File: src/rtl/lsu_mem_if.sv
`default_nettype none
// ============================================================================
// Module   : lsu_mem_if
// Brief    : M-stage load/store unit driving a req/gnt/rvalid data-memory bus
// Revision : 1.0
// ============================================================================
module lsu_mem_if #(
  parameter int ADDR_WIDTH = 32
) (
  input  logic                  clk,
  input  logic                  reset,
  input  logic                  MemWriteM,
  input  logic                  MemReadM,
  input  logic [2:0]            funct3M,
  input  logic [ADDR_WIDTH-1:0] AddrM,
  input  logic [31:0]           WriteDataM,
  output logic [31:0]           ReadData,
  output logic                  StallMem,
  output logic                  MisalignM,
  output logic                  mem_req,
  output logic                  mem_we,
  output logic [ADDR_WIDTH-1:0] mem_addr,
  output logic [3:0]            mem_be,
  output logic [31:0]           mem_wdata,
  input  logic                  mem_gnt,
  input  logic                  mem_rvalid,
  input  logic [31:0]           mem_rdata
);

  typedef enum logic [1:0] {
    IDLE = 2'd0,
    REQ  = 2'd1,
    RESP = 2'd2,
    DONE = 2'd3
  } state_e;

  state_e                state_q;
  logic [31:0]           rdata_q;
  logic                  mem_req_q;
  logic                  mem_we_q;
  logic [ADDR_WIDTH-1:0] mem_addr_q;
  logic [3:0]            mem_be_q;
  logic [31:0]           mem_wdata_q;
  logic [2:0]            f3_q;
  logic [1:0]            off_q;

  logic        acc;
  logic        f3_ok;
  logic        misal;
  logic        legal;
  logic [3:0]  be_d;
  logic [31:0] wdata_d;
  logic [7:0]  ld_byte;
  logic [15:0] ld_half;
  logic [31:0] ld_ext;

  assign acc = MemWriteM | MemReadM;

  // A simultaneous read+write strobe is treated as a store, so store rules win.
  always_comb begin
    f3_ok = 1'b0;
    if (MemWriteM) begin
      f3_ok = (funct3M == 3'b000) || (funct3M == 3'b001) || (funct3M == 3'b010);
    end else begin
      f3_ok = !((funct3M == 3'b011) || (funct3M == 3'b110) || (funct3M == 3'b111));
    end
  end

  assign misal = ((funct3M[1:0] == 2'b01) && AddrM[0]) ||
                 ((funct3M[1:0] == 2'b10) && (AddrM[1:0] != 2'b00));
  assign legal = f3_ok && !misal;

  always_comb begin
    be_d    = 4'b0000;
    wdata_d = WriteDataM;
    case (funct3M[1:0])
      2'b00: begin
        be_d    = 4'b0001 << AddrM[1:0];
        wdata_d = {4{WriteDataM[7:0]}};
      end
      2'b01: begin
        be_d    = AddrM[1] ? 4'b1100 : 4'b0011;
        wdata_d = {2{WriteDataM[15:0]}};
      end
      2'b10: begin
        be_d    = 4'b1111;
        wdata_d = WriteDataM;
      end
      default: begin
        be_d    = 4'b0000;
        wdata_d = WriteDataM;
      end
    endcase
  end

  assign ld_byte = mem_rdata[{off_q, 3'b000} +: 8];
  assign ld_half = off_q[1] ? mem_rdata[31:16] : mem_rdata[15:0];

  always_comb begin
    ld_ext = mem_rdata;
    case (f3_q)
      3'b000:  ld_ext = {{24{ld_byte[7]}}, ld_byte};
      3'b001:  ld_ext = {{16{ld_half[15]}}, ld_half};
      3'b100:  ld_ext = {24'd0, ld_byte};
      3'b101:  ld_ext = {16'd0, ld_half};
      default: ld_ext = mem_rdata;
    endcase
  end

  always_ff @(posedge clk) begin
    if (!reset) begin
      state_q     <= IDLE;
      rdata_q     <= '0;
      mem_req_q   <= 1'b0;
      mem_we_q    <= 1'b0;
      mem_addr_q  <= '0;
      mem_be_q    <= '0;
      mem_wdata_q <= '0;
      f3_q        <= '0;
      off_q       <= '0;
    end else begin
      case (state_q)
        IDLE: begin
          if (acc && legal) begin
            state_q     <= REQ;
            mem_req_q   <= 1'b1;
            mem_we_q    <= MemWriteM;
            mem_addr_q  <= {AddrM[ADDR_WIDTH-1:2], 2'b00};
            mem_be_q    <= be_d;
            mem_wdata_q <= wdata_d;
            f3_q        <= funct3M;
            off_q       <= AddrM[1:0];
          end
        end
        REQ: begin
          if (mem_gnt) begin
            mem_req_q <= 1'b0;
            if (mem_we_q) begin
              rdata_q <= '0;
              state_q <= DONE;
            end else begin
              state_q <= RESP;
            end
          end
        end
        RESP: begin
          if (mem_rvalid) begin
            rdata_q <= ld_ext;
            state_q <= DONE;
          end
        end
        // M-stage inputs already belong to the next instruction once IDLE is re-entered.
        DONE:    state_q <= IDLE;
        default: state_q <= IDLE;
      endcase
    end
  end

  assign StallMem  = ((state_q == IDLE) && acc && legal) ||
                     (state_q == REQ) || (state_q == RESP);
  assign MisalignM = (state_q == IDLE) && acc && !legal;
  assign ReadData  = (state_q == DONE) ? rdata_q : 32'd0;

  assign mem_req   = mem_req_q;
  assign mem_we    = mem_we_q;
  assign mem_addr  = mem_addr_q;
  assign mem_be    = mem_be_q;
  assign mem_wdata = mem_wdata_q;

endmodule
`default_nettype wire

File: config.mk
export PLATFORM = sky130hd
export DESIGN_NAME = lsu_mem_if
export DESIGN_NICKNAME = d
export VERILOG_FILES = /design/src/rtl/lsu_mem_if.sv
export SDC_FILE = /design/constraint.sdc
export NUM_CORES = 1
export LEC_CHECK = 0
export CELL_PAD_IN_SITES_DETAIL_PLACEMENT = 0
export CELL_PAD_IN_SITES_GLOBAL_PLACEMENT = 1
export CORE_ASPECT_RATIO = 0.7
export CORE_UTILIZATION = 33
export DETAILED_ROUTE_END_ITERATION = 16
export PLACE_DENSITY_LB_ADDON = 0.1
export SLEW_MARGIN = 20
export SYNTH_ARGS = -nofsm -noshare
export SYNTH_HDL_FRONTEND = slang
export SYNTH_SLANG_ARGS = --single-unit
File: constraint.sdc
create_clock -name clk -period 3.35 [get_ports clk]
set_input_delay 0.5025 -clock clk [delete_from_list [all_inputs] [get_ports clk]]
set_output_delay 0.5025 -clock clk [all_outputs]
set_load 0.03 [all_outputs]
==> metrics.md <==
| Metric | Value |
|---|---|
| Outcome | finished clean |
| Peak Freq | 0.336 GHz |
| CTS buffer count | 9 |
| Die Ht | 107 um |
| Max Cap Viol | 0 |
| # IOs | 209 |
| Layout Area Growth over Synthesis | 47.2% |
| Pwr dens | 518 mW/mm^2 |
| VDD IR-drop max | 0.257 mV |
| Clk_lat worst skew | 0.35 ns |
| Initial cell density of the core | approximately a third |
| Pwr Total | between 0.003 and 0.004 W |
| CP required | around 2.9 ns |
| Power Internal | approximately 0.0026 W |
| Net switching power | 0.00138 W |
| Max Slew Vio Count | 0 |
| EDFF count, synth | 0 |
| WS Path Type | register to output port |
| DRC | 0 |
| Post-CTS Resized | 0 |
| Count of hold-fix buffers inserted at cts | 0 |
| Largest stage delay, worst path | 0.66 ns |
| Warnings from Yosys | 0 |
| Clock buffer depth | 2 |
| Clock share of power | 27.6% |
| Largest net degree at the start of global routing | between 70 and 80 |
| Worst setup EP type | output port |
| # diodes | 0 |
| GR Util All Layers | about a fifth |
| Final TNS setup | 0 ns |
| Synth Flop Type | dfxtp_1 |
| Final GP Congestion | 0.814 |
| Worst path bufs/invs | 2 |
| Antenna violations before repair | 0 |
| Type of origin of the critical path | register |
| Fin nets | 915 |
| Final wirelength | 16500 um |
| RSZ-0062 raised after global routing | no |
| Worst EP arrival | 2.47 ns |
| Worst min path class | register to register |
| Worst-Margin Slew | 0.709 ns |
| CORE AREA | ~0.015 mm^2 |
| DR vias/cell | 4.97 |
| FFs w/ async S/R, synth | 0% |
| Leakage | 2.94 nW |
| CTS root buffer | clkbuf_16 |
| Routed Antenna Nets | 0 |
| Row cnt | 37 |
| Share of cells above drive strength 1 | approximately 4.2% |
| Die width | 152 um |
| Clock transition at the registers of the reported paths | 0.07 ns |
| Hold Fails Final Rpt | 0 |
| Via count | 4995 |
| Mapped Avg Cell Area | 8.30 um^2 |
| 1st-pass router iterations | 4 |
| H-tree depth | 3 |
| Clock skew | 0.00808 ns |
| Initial DRC Count | 290 |
| FF+latch count, synth | 107 |
| Critical-path cell list | ha_1 -> buf_4 -> and2_1 -> clkdlybuf4s50_1 |
| CTS sink cnt | roughly 110 |
| First-pass GRT wire length | 25500 um |
| Register area share after synthesis | 41.4% |
| Post-synth design cell area | just over 0.005 mm^2 |
| Sequential share of power | 38.3% |
| Tmin final | 2.97 ns |
| Period utilization | 88.8% |
| Worst-path fanout max | 20 |
| Top cell family by delay on the critical path | buffers and inverters |
| Hpwl dp | 12100 um |
| Number of post-CTS setup repair buffers | 0 |
| CTS tree | built |
| Sw frac | 34.9% |
| Comb pwr share | 34.1% |
| Relative slew slack | 52.7% |
| Vias in the first global route | ~4700 |
| Unique masters post-synth | 44 |
| Total gr overflow | 0 |
| Port Buf Inserts | 206 |
| Synth Instances | 624 |
| Crit-path slowest cell | clkdlybuf4s50_1 |
| Die Area | 0.0162 mm^2 |
| Detailed-route wire length per cell | 16.4 um |
| Endpoints failing setup | 0 |
cell usage in the layout (no fill, tap or decap), drive strengths merged, types with 11 or more instances in the layout:
cell type and count:
clkdlybuf4s50 203, nand2 161, dfxtp 107, a21boi 57, o21ai 56, and2 33, mux2i 25, nor2b 17
o211a 16, buf 14, a21oi 12, nand2b 11
area by class of cell:
class	count	area (um^2)
fill	1448	7380
multi-input combinational	464	2750
timing repair buffer	217	2160
sequential	107	2140
tap	195	244
clock buffer	10	229
clock inverter	6	70.1
inverter	7	26.3
state kept, by name (all words and copies together), names as in the netlist:
name	flops
f3_q	3
mem_addr	30
mem_be	4
mem_req	1
mem_wdata	32
mem_we	1
off_q	2
rdata_q	32
state_q	2
logic make-up after synthesis:
logic type	synth area share [%]
simple gates	23.5
compound gates	23.2
flops	41.4
buf+inv	5.60
mux	5.27
fa+ha+maj	0.966
other cells	0.0724
synth_stat cells, types with 2 or more instances:
library cell | n | area share [%]
ha_1 | 4 | 0.97
dfxtp_1 | 107 | 41
a32o_1 | 8 | 1.5
nand3b_1 | 2 | 0.29
buf_4 | 3 | 0.43
a211o_1 | 6 | 1.0
a21o_1 | 3 | 0.43
a21boi_0 | 7 | 1.0
mux2i_1 | 25 | 4.8
o211ai_1 | 3 | 0.43
o21ai_0 | 55 | 5.3
inv_1 | 6 | 0.43
a31oi_1 | 3 | 0.36
and3b_1 | 6 | 1.0
buf_1 | 5 | 0.36
clkbuf_1 | 24 | 1.7
nor2b_1 | 17 | 2.1
nor3_1 | 2 | 0.19
o211a_1 | 16 | 3.1
buf_8 | 2 | 0.58
buf_2 | 7 | 0.68
nor2_1 | 8 | 0.58
nand3_1 | 10 | 0.97
nand2_1 | 161 | 12
a21boi_1 | 50 | 7.2
or3_1 | 9 | 1.1
and2_1 | 33 | 4.0
a21oi_1 | 11 | 1.1
buf_6 | 6 | 1.3
nand2b_1 | 11 | 1.3
final timing paths:
| path | from | end | slack, ns | cells past startpoint |
|---|---|---|---|---|
| setup / recovery | state_q[0]$_SDFFE_PN0P_ | ReadData[2] | 0.38 | 4 |
| hold / removal | rdata_q[17]$_SDFFE_PN0P_ | rdata_q[17]$_SDFFE_PN0P_ | 0.45 | 2 |
| setup reg to reg | state_q[0]$_SDFFE_PN0P_ | mem_addr[31]$_SDFFE_PN0P_ | 1.22 | 7 |
| hold reg to reg | rdata_q[17]$_SDFFE_PN0P_ | rdata_q[17]$_SDFFE_PN0P_ | 0.45 | 2 |
metrics by stage:
stage	hold WS [ns]	setup slack [ns]	util [%]	area, um^2	std cells
floorplan	0.417	1.05	-	5180	625
global placement	0.429	0.791	48.8	7320	990
detailed placement	0.438	0.758	48.8	7320	990
CTS	0.455	0.378	50.8	7620	1006
global route	0.468	0.242	50.8	7620	1006
finish	0.448	0.375	50.8	7620	1006
metal layers:
| layer | global-route usage (%) | share of wire (%) | vias up |
|---|---|---|---|
| li1 | - | - | 2481 |
| met1 | 30.1 | 49 | 2324 |
| met2 | 28.4 | 41 | 176 |
| met3 | 7.02 | 9.1 | 14 |
| met4 | 3.96 | 0.85 | 0 |
| met5 | 0 | 0 | - |
power by group through the flow:
stage          combinational [W]  sequential (W)  clock (W)
5_1_grt                  0.00145         0.00153    0.00118
3_3_place_gp             0.00133         0.00154          0
3_5_place_dp             0.00135         0.00154          0
4_1_cts                  0.00135         0.00152    0.00113
6_report                 0.00135         0.00151    0.00109
2_1_floorplan           0.000625         0.00174          0
tightest hold or removal path, stage by stage (launching register included):
cell and delay [ns]:
dfxtp_1 0.32, nand2_1 0.04, o21ai_0 0.05
(Power assumes the default switching activity.)
